**src/rtl/program_counter_fetch.sv**
```systemverilog
// Instruction-fetch front end: program counter, fetch register and FETCH/EXECUTE sequencer.
// Define PC_WRAP_HALT_EN to halt on a FETCH increment past the top address instead of wrapping.
module program_counter_fetch #(
    parameter int                ADDR_W     = 12,
    parameter int                DATA_W     = 8,
    parameter logic [ADDR_W-1:0] RESET_ADDR = 12'h000
) (
    input  logic                clk,
    input  logic                reset,
    input  logic                enable,
    input  logic                load,
    input  logic [ADDR_W-1:0]   load_addr,
    input  logic [DATA_W-1:0]   rom_data,
    output logic [ADDR_W-1:0]   direccion,
    output logic [DATA_W-1:0]   program_byte,
    output logic [DATA_W/2-1:0] instr,
    output logic [DATA_W/2-1:0] oprnd,
    output logic                phase,
    output logic                valid,
    output logic                halted
);

    typedef enum logic {
        FETCH   = 1'b0,
        EXECUTE = 1'b1
    } state_t;

    state_t              state_q, state_d;
    logic [ADDR_W-1:0]   pc_q, pc_d;
    logic [DATA_W-1:0]   byte_q, byte_d;
    logic                valid_q, valid_d;
    logic                halted_q, halted_d;
    logic                at_top_s;

    assign at_top_s = (pc_q == {ADDR_W{1'b1}});

    // Next-state logic for the sequencer, program counter and fetch register
    always_comb begin
        state_d  = state_q;
        pc_d     = pc_q;
        byte_d   = byte_q;
        valid_d  = valid_q;
        halted_d = halted_q;
        if (enable && !halted_q) begin
            case (state_q)
                FETCH: begin
                    byte_d  = rom_data;
                    valid_d = 1'b1;
                    state_d = EXECUTE;
                    if (load) begin
                        pc_d = load_addr;
                    end else begin
`ifdef PC_WRAP_HALT_EN
                        // Stop at the top of the address space rather than wrapping to zero
                        if (at_top_s) begin
                            halted_d = 1'b1;
                            pc_d     = pc_q;
                        end else begin
                            pc_d = pc_q + ADDR_W'(1);
                        end
`else
                        pc_d = pc_q + ADDR_W'(1);
`endif
                    end
                end
                EXECUTE: begin
                    state_d = FETCH;
                    if (load) begin
                        pc_d = load_addr;
                    end else begin
                        pc_d = pc_q;
                    end
                end
                default: begin
                    state_d = FETCH;
                end
            endcase
        end else begin
            state_d = state_q;
        end
`ifndef PC_WRAP_HALT_EN
        halted_d = 1'b0;
`endif
    end

    // State registers with synchronous reset taking priority over everything else
    always_ff @(posedge clk) begin
        if (reset) begin
            state_q  <= FETCH;
            pc_q     <= RESET_ADDR;
            byte_q   <= {DATA_W{1'b0}};
            valid_q  <= 1'b0;
            halted_q <= 1'b0;
        end else begin
            state_q  <= state_d;
            pc_q     <= pc_d;
            byte_q   <= byte_d;
            valid_q  <= valid_d;
            halted_q <= halted_d;
        end
    end

    assign direccion    = pc_q;
    assign program_byte = byte_q;
    assign instr        = byte_q[DATA_W-1:DATA_W/2];
    assign oprnd        = byte_q[DATA_W/2-1:0];
    assign phase        = state_q;
    assign valid        = valid_q;
    assign halted       = halted_q;

endmodule

```
**config.mk**
```make
export PLATFORM = sky130hd
export DESIGN_NAME = program_counter_fetch
export DESIGN_NICKNAME = d
export VERILOG_FILES = /design/src/rtl/program_counter_fetch.sv
export SDC_FILE = /design/constraint.sdc
export NUM_CORES = 1
export LEC_CHECK = 0
export ABC_AREA = 1
export BUFFER_PORTS_ARGS = -buffer_cell sky130_fd_sc_hd__buf_2
export CORE_MARGIN = 2
export CORE_UTILIZATION = 46
export CTS_CLUSTER_SIZE = 16
export DETAILED_ROUTE_END_ITERATION = 8
export GPL_TIMING_DRIVEN = 0
export PLACE_DENSITY = 0.79
export SETUP_SLACK_MARGIN = 0.2
export SLEW_MARGIN = 20
export SYNTH_ARGS = -nofsm -noshare
export SYNTH_HDL_FRONTEND = slang
export SYNTH_SLANG_ARGS = --single-unit
```
**constraint.sdc**
```tcl
create_clock -name clk -period 1.55 [get_ports clk]
set_clock_uncertainty 0.1 [all_clocks]
set_input_delay 0.31 -clock clk [delete_from_list [all_inputs] [get_ports clk]]
set_output_delay 0.31 -clock clk [all_outputs]
set_load 0.05 [all_outputs]
```
==> results of run 1 <==
[worst min-delay path: stages]
cell,delay (ns)
buf_2,0.08
nor2_1,0.03
nor2_1,0.08
[synthesized netlist by cell type (all sizes together)]
cell type	count
nor2	41
nand2	36
dfxtp	22
o21ai	15
a21oi	12
buf	12
inv	11
nand3	11
nand3b	5
clkbuf	2
nand4	2
or2	2
a211oi	1
a311oi	1
a31oi	1
clkinv	1
conb	1
ha	1
nor3	1
o22ai	1
[state kept, by name (all words and copies together), names as in the netlist]
signal and count:
direccion 12, phase 1, program_byte 8, valid 1
[what timing repair did]
action / 4_1_cts / 5_1_grt
gates resized for setup: 52 / 32
pin swaps: 0 / 4
hold endpoints to repair: 0 / 0
buffers inserted: 0 / 2
cloned: 0 / 1
endpoints found under the setup margin: 32 / 38
[metrics by stage]
| stage | setup WS, ns | utilization (%) |
|---|---|---|
| floorplan | 0.1992 | - |
| global placement | 0.1396 | 62.46 |
| detailed placement | 0.09862 | 62.46 |
| CTS | 0.1398 | 70.17 |
| global route | 0.1547 | 75.13 |
| finish | 0.1868 | 75.13 |
[cells by family after synthesis]
| kind of cell | after synthesis | synth area share (%) |
|---|---|---|
| AO/OA/AOI/OAI | 31 | 14.92 |
| flip-flops | 22 | 36.21 |
| other | 1 | 0.3083 |
| AND/OR/NAND/NOR | 98 | 35.70 |
| buffers and inverters | 26 | 11.83 |
| adder cells (fa/ha/maj) | 1 | 1.029 |
[area by class of cell]
class / instances / area (sq um) / share of cell area (%)
Sequential cell: 22 / 480.5 / 25.58
Inverter: 12 / 48.80 / 2.598
Tap cell: 30 / 37.54 / 1.999
Timing Repair inverter: 1 / 5.005 / 0.2665
Buffer: 14 / 135.1 / 7.195
Clock buffer: 4 / 47.55 / 2.532
Timing Repair Buffer: 55 / 445.4 / 23.72
Multi-Input combinational cell: 131 / 678.2 / 36.11
[metal layers]
layer | routed length [um] | track usage (%)
met5 | 0 | 0
met4 | 41 | 9.756
met3 | 228 | 4.918
met2 | 1640 | 34.86
met1 | 1479 | 26.01
[power by group through the flow]
stage,clock network [W],logic (W),registers (W)
after floorplan,0,0.000227,0.000825
after global placement,0,0.000501,0.000673
after detailed placement,0,0.000507,0.000673
after CTS,0.000392,0.000570,0.000668
after global routing,0.000419,0.000648,0.000685
final,0.000391,0.000612,0.000677
[worst paths after layout]
check                                                    end  slack [ns]  cells past startpoint
worst max-delay path                         program_byte[7]        0.19                      2
worst min-delay path            program_byte[2]$_SDFFE_PP0P_         0.1                      3
worst min register to register            valid$_SDFFE_PP0P_        0.39                      2
worst max register to register     direccion[3]$_SDFFE_PP0P_        0.22                      5
==> flow_metrics.py, run 1 <==
metrics = {
    "placement": {
        "buffer_ports.inserted": 53,
        "finalWeightedCongestion": 0.8795,
        "placedInstanceArea_sq_um": 1562,
        "post-place-cells": 262,
        "place.detailed.hpwl_um": 2212,
    },
    "final_layout": {
        "layout.nets": 265,
        "instances_no_fill": 269,
        "layout.cell_area.non_filler_sq_um": 1878,
        "layout_commonest_cell": "nor2_1",
        "area_growth_pct": 54.42,
        "layout_common_cells": "35 x nor2_1, 34 x nand2_1, 23 x buf_2",
        "layout-drive-gt1-share_pct": 47.28,
        "nFillCells": 201,
        "inserted_diodes": 0,
    },
    "route": {
        "detailedRoute.firstIterationViolations": 55,
        "detail_route.wirelength_um": 3389,
        "drt_drc_violations_left": 0,
        "final_antenna_net_count": 0,
        "drt_first_pass_iters": 4,
        "route.detailed.wl_per_inst_um": 12.60,
        "num_vias": 1359,
        "avgViaCountPerCell": 5.052,
    },
    "yosys": {
        "synth.top_cell.area_share_pct": 36.21,
        "post-synth-top-area-cell": "dfxtp_1",
        "synthTopCellsByArea": "dfxtp_1 36%, nor2_1 11%, nand2_1 10%",
        "synthesis.nets": 204,
        "synth_area_per_cell_sq_um": 6.794,
        "netlist_instances": 179,
        "yosysWarningCount": 0,
        "synth_seq_cells": 22,
        "synth-seq-area-share_pct": 36.21,
        "netlist-cell-type-count": 27,
        "syn_area_sq_um": 1216,
    },
    "setup_path": {
        "critical_path_buf_inv_count": 2,
        "data_arrival_critical_path_ns": 0.95,
        "cp-end-kind": "output pin",
        "crit-reg2reg-launch": "phase$_SDFFE_PP0P_",
        "crit_path_max_fo": 3,
        "critical-path-max-stage-delay_ns": 0.36,
        "type_of_the_worst_setup_path": "reg2out",
        "critical_path.top_delay_family": "flip-flops",
        "cells_along_the_critical_path": "buf_4 -> buf_6",
        "beginning_of_the_critical_path": "program_byte[7]$_SDFFE_PP0P_",
        "worst-endpoint-required_ns": 1.14,
        "slowest_cp_cell": "dfxtp_2",
        "critPathLaunchType": "flop",
    },
    "hold_path": {
        "timing.hold.worst.start": "rom_data[2]",
        "holdCritPathClass": "in2reg",
    },
    "pwr": {
        "power_frac_seq_pct": 40.3,
        "internal_power_w": 0.001048,
        "p_leak_nw": 0.8251,
        "power.ir.vdd_worst_v": 0.0008464,
        "power.density_cell_area_nw_per_um2": 894.6,
        "net-switching-power_w": 0.0006319,
        "total_power_w": 0.001680,
        "clock_power_share_pct": 23.3,
        "switching_share_pct": 37.62,
        "share_of_total_power_in_combinational_logic_pct": 36.5,
    },
    "sta": {
        "final-hold-violation-count": 0,
        "final-max-slew-violation-count": 0,
        "timing.fmax_mhz": 733.6,
        "final_min_period_over_clock_period_pct": 87.95,
        "relSlewSlack_pct": 61.68,
        "worst-slew-pin-transition_ns": 0.5749,
        "setup_repair_after_global_routing_missed_its_margin": "yes",
        "fin_tns_setup_ns": 0,
        "min_clock_period_post_route_ns": 1.363,
        "finalHoldWorstSlack_ns": 0.09697,
        "report.final.setup_viol": 0,
    },
    "status": {
        "result_of_the_run": "complete, no violations",
    },
    "clock_tree": {
        "worst_skew_pair.late_latency_ns": 0.32,
        "cts.sink_count": 22,
        "cts-buffers-inserted": 3,
        "clock-root-buffer": "clkbuf_4",
        "max-clock-path-buffers": 2,
        "ctsHtreeMaxLevel": 1,
        "cts_tree": "built",
        "cts_clk_pin_slew_worst_paths_ns": 0.14,
        "cts_hold_repair.buffers": 0,
    },
    "floorplan": {
        "die_width_um": 55.42,
        "die_h_um": 55.42,
        "design.core.area_sq_um": 2500,
        "io-pin-count": 55,
        "die-area_sq_um": 3071,
        "core.rowCount": 18,
        "floorplan.initialDensity_pct": 48.65,
    },
    "global_routing": {
        "first_global_vias": 1237,
        "gr-usage-all-layers_pct": 21.17,
        "globalRoute.totalOverflow": 0,
        "grt_max_degree": 14,
        "grt_pass1_wl_um": 5347,
        "grt_antenna_before_repair": 0,
    },
    "flow_run": {
        "timing.max_cap.violations": 0,
    },
}
Note: power is estimated with default switching activity, not from simulation.
==> inputs of run 2 (changes only) <==
--- a/config.mk
+++ b/config.mk
@@ -7,13 +7,15 @@
 export LEC_CHECK = 0
 export ABC_AREA = 1
 export BUFFER_PORTS_ARGS = -buffer_cell sky130_fd_sc_hd__buf_2
+export CORE_ASPECT_RATIO = 0.8
 export CORE_MARGIN = 2
 export CORE_UTILIZATION = 46
 export CTS_CLUSTER_SIZE = 16
 export DETAILED_ROUTE_END_ITERATION = 8
 export GPL_TIMING_DRIVEN = 0
-export PLACE_DENSITY = 0.79
+export PLACE_DENSITY = 0.76
 export SETUP_SLACK_MARGIN = 0.2
+export SKIP_LAST_GASP = 1
 export SLEW_MARGIN = 20
 export SYNTH_ARGS = -nofsm -noshare
 export SYNTH_HDL_FRONTEND = slang
==> flow_metrics.py, run 2 (synthesized netlist as in run 1, its figures left out) <==
metrics = {
    "status": {
        "result_of_the_run": "complete, no violations",
    },
    "final_layout": {
        "sequential_cell_area_sq_um": 484.2,
        "layout_commonest_cell": "nor2_1",
        "layout-drive-gt1-share_pct": 46.64,
        "multiInputGateArea_sq_um": 661.9,
        "area_growth_pct": 52.88,
        "inserted_diodes": 0,
        "layout.nets": 264,
        "layout_common_cells": "35 x nor2_1, 34 x nand2_1, 24 x buf_2",
        "largest_reg_flops": 12,
        "nFillCells": 204,
    },
    "sta": {
        "timing.fmax_mhz": 743.0,
        "fin_tns_setup_ns": 0,
        "relSlewSlack_pct": 61.49,
        "final-max-slew-violation-count": 0,
        "min_clock_period_post_route_ns": 1.346,
        "setup_repair_after_global_routing_missed_its_margin": "yes",
        "final_min_period_over_clock_period_pct": 86.84,
        "fin_ws_ns": 0.2041,
        "worst-slew-pin-transition_ns": 0.5776,
        "final-hold-violation-count": 0,
        "report.final.setup_viol": 0,
    },
    "setup_path": {
        "critical_path_buf_inv_count": 2,
        "slowest_cp_cell": "dfxtp_2",
        "critical-path-max-stage-delay_ns": 0.35,
        "worst-endpoint-required_ns": 1.14,
        "crit_path_max_fo": 3,
        "critical_path.top_delay_family": "flip-flops",
        "cp-end-kind": "output pin",
        "type_of_the_worst_setup_path": "reg2out",
        "critPathLaunchType": "flop",
        "cells_along_the_critical_path": "buf_4 -> buf_8",
        "data_arrival_critical_path_ns": 0.94,
    },
    "clock_tree": {
        "max-clock-path-buffers": 2,
        "cts_tree": "built",
        "clock-root-buffer": "clkbuf_4",
        "cts.sink_count": 22,
        "cts-buffers-inserted": 3,
        "worst_skew_pair.late_latency_ns": 0.32,
        "cts_clk_pin_slew_worst_paths_ns": 0.13,
        "ctsHtreeMaxLevel": 1,
    },
    "floorplan": {
        "floorplan.initialDensity_pct": 48.99,
        "core.rowCount": 16,
        "die_h_um": 49.99,
        "design.core.area_sq_um": 2482,
        "die_width_um": 61.49,
        "io-pin-count": 55,
        "die-area_sq_um": 3074,
    },
    "route": {
        "avgViaCountPerCell": 4.978,
        "num_vias": 1364,
        "final_antenna_net_count": 0,
        "drt_drc_violations_left": 0,
        "detailedRoute.firstIterationViolations": 117,
        "detail_route.wirelength_um": 3421,
        "drt_first_pass_iters": 4,
        "route.detailed.wl_per_inst_um": 12.49,
    },
    "placement": {
        "buffer_ports.inserted": 53,
        "finalWeightedCongestion": 0.8519,
        "place.detailed.hpwl_um": 2254,
        "dpl_worst_slack_ns": 0.1361,
    },
    "global_routing": {
        "grt_max_degree": 14,
        "grt_antenna_before_repair": 0,
        "gr-usage-all-layers_pct": 21.75,
        "first_global_vias": 1161,
        "grt_pass1_wl_um": 5133,
        "globalRoute.totalOverflow": 0,
    },
    "pwr": {
        "power.density_cell_area_nw_per_um2": 894.2,
        "p_leak_nw": 0.8165,
        "power.ir.vdd_worst_v": 0.0005279,
    },
    "flow_run": {
        "timing.max_cap.violations": 0,
    },
    "hold_path": {
        "holdCritPathClass": "in2reg",
    },
}
==> run 2: power breakdown <==
group / total (W) / internal, W / switching, W / leakage, nW
logic: 0.000605 / 0.000228 / 0.000377 / 0.599
registers: 0.000672 / 0.000616 / 0.0000563 / 0.191
clock network: 0.000386 / 0.000197 / 0.000188 / 0.0261
==> run 2: per-layer routing <==
metal	track usage (%)	routed length (um)	up-vias	part of all wire, %
met5	0	0	-	0
met4	3.191	26	0	0.76
met3	4.987	159	4	4.6
met2	34.56	1672	35	49
li1	-	-	693	-
met1	30.35	1562	632	46
==> run 2: final cells by class <==
class,count,area share [%]
Buffer,14,6.864
Timing Repair inverter,1,0.2692
Inverter,12,2.624
Clock buffer,4,2.557
Multi-Input combinational cell,131,35.60
Tap cell,36,2.423
Timing Repair Buffer,54,23.62
Sequential cell,22,26.04
==> run 2: worst reg2reg max path, stage by stage (launching register included) <==
cell      delay [ns]
dfxtp_4         0.41
ha_4            0.16
nand3_2         0.09
nor2_4          0.15
nor2_1          0.06
nor2_1          0.09
nor2_1          0.04
a211oi_1        0.17
==> run 2: through the flow <==
stage	util (%)	hold WS (ns)	cells	instance area, sq um	total power (W)
6_report	74.90	0.1042	274	1859	0.001662
5_1_grt	74.90	0.09998	274	1859	0.001744
4_1_cts	69.61	0.09627	272	1728	0.001620
3_5_place_dp	63.21	0.3621	268	1569	0.001178
3_3_place_gp	63.21	0.3556	268	1569	0.001174
2_1_floorplan	-	0.3449	179	1259	0.001052
==> run 2: worst paths after layout <==
path,startpoint,cells after the start,end,slack [ns]
min reg2reg,valid$_SDFFE_PP0P_,2,valid$_SDFFE_PP0P_,0.39
max reg2reg,direccion[1]$_SDFFE_PP0P_,7,direccion[6]$_SDFFE_PP0P_,0.20
max,program_byte[5]$_SDFFE_PP0P_,2,program_byte[5],0.20
min,rom_data[1],3,program_byte[1]$_SDFFE_PP0P_,0.10
==> run 2: repair_timing <==
item,4_1_cts,5_1_grt
hold buffers,0,0
gates cloned,0,1
endpoints found under the setup margin,30,39
pin swaps,1,0
gates resized for setup,42,39
buffers inserted,0,1
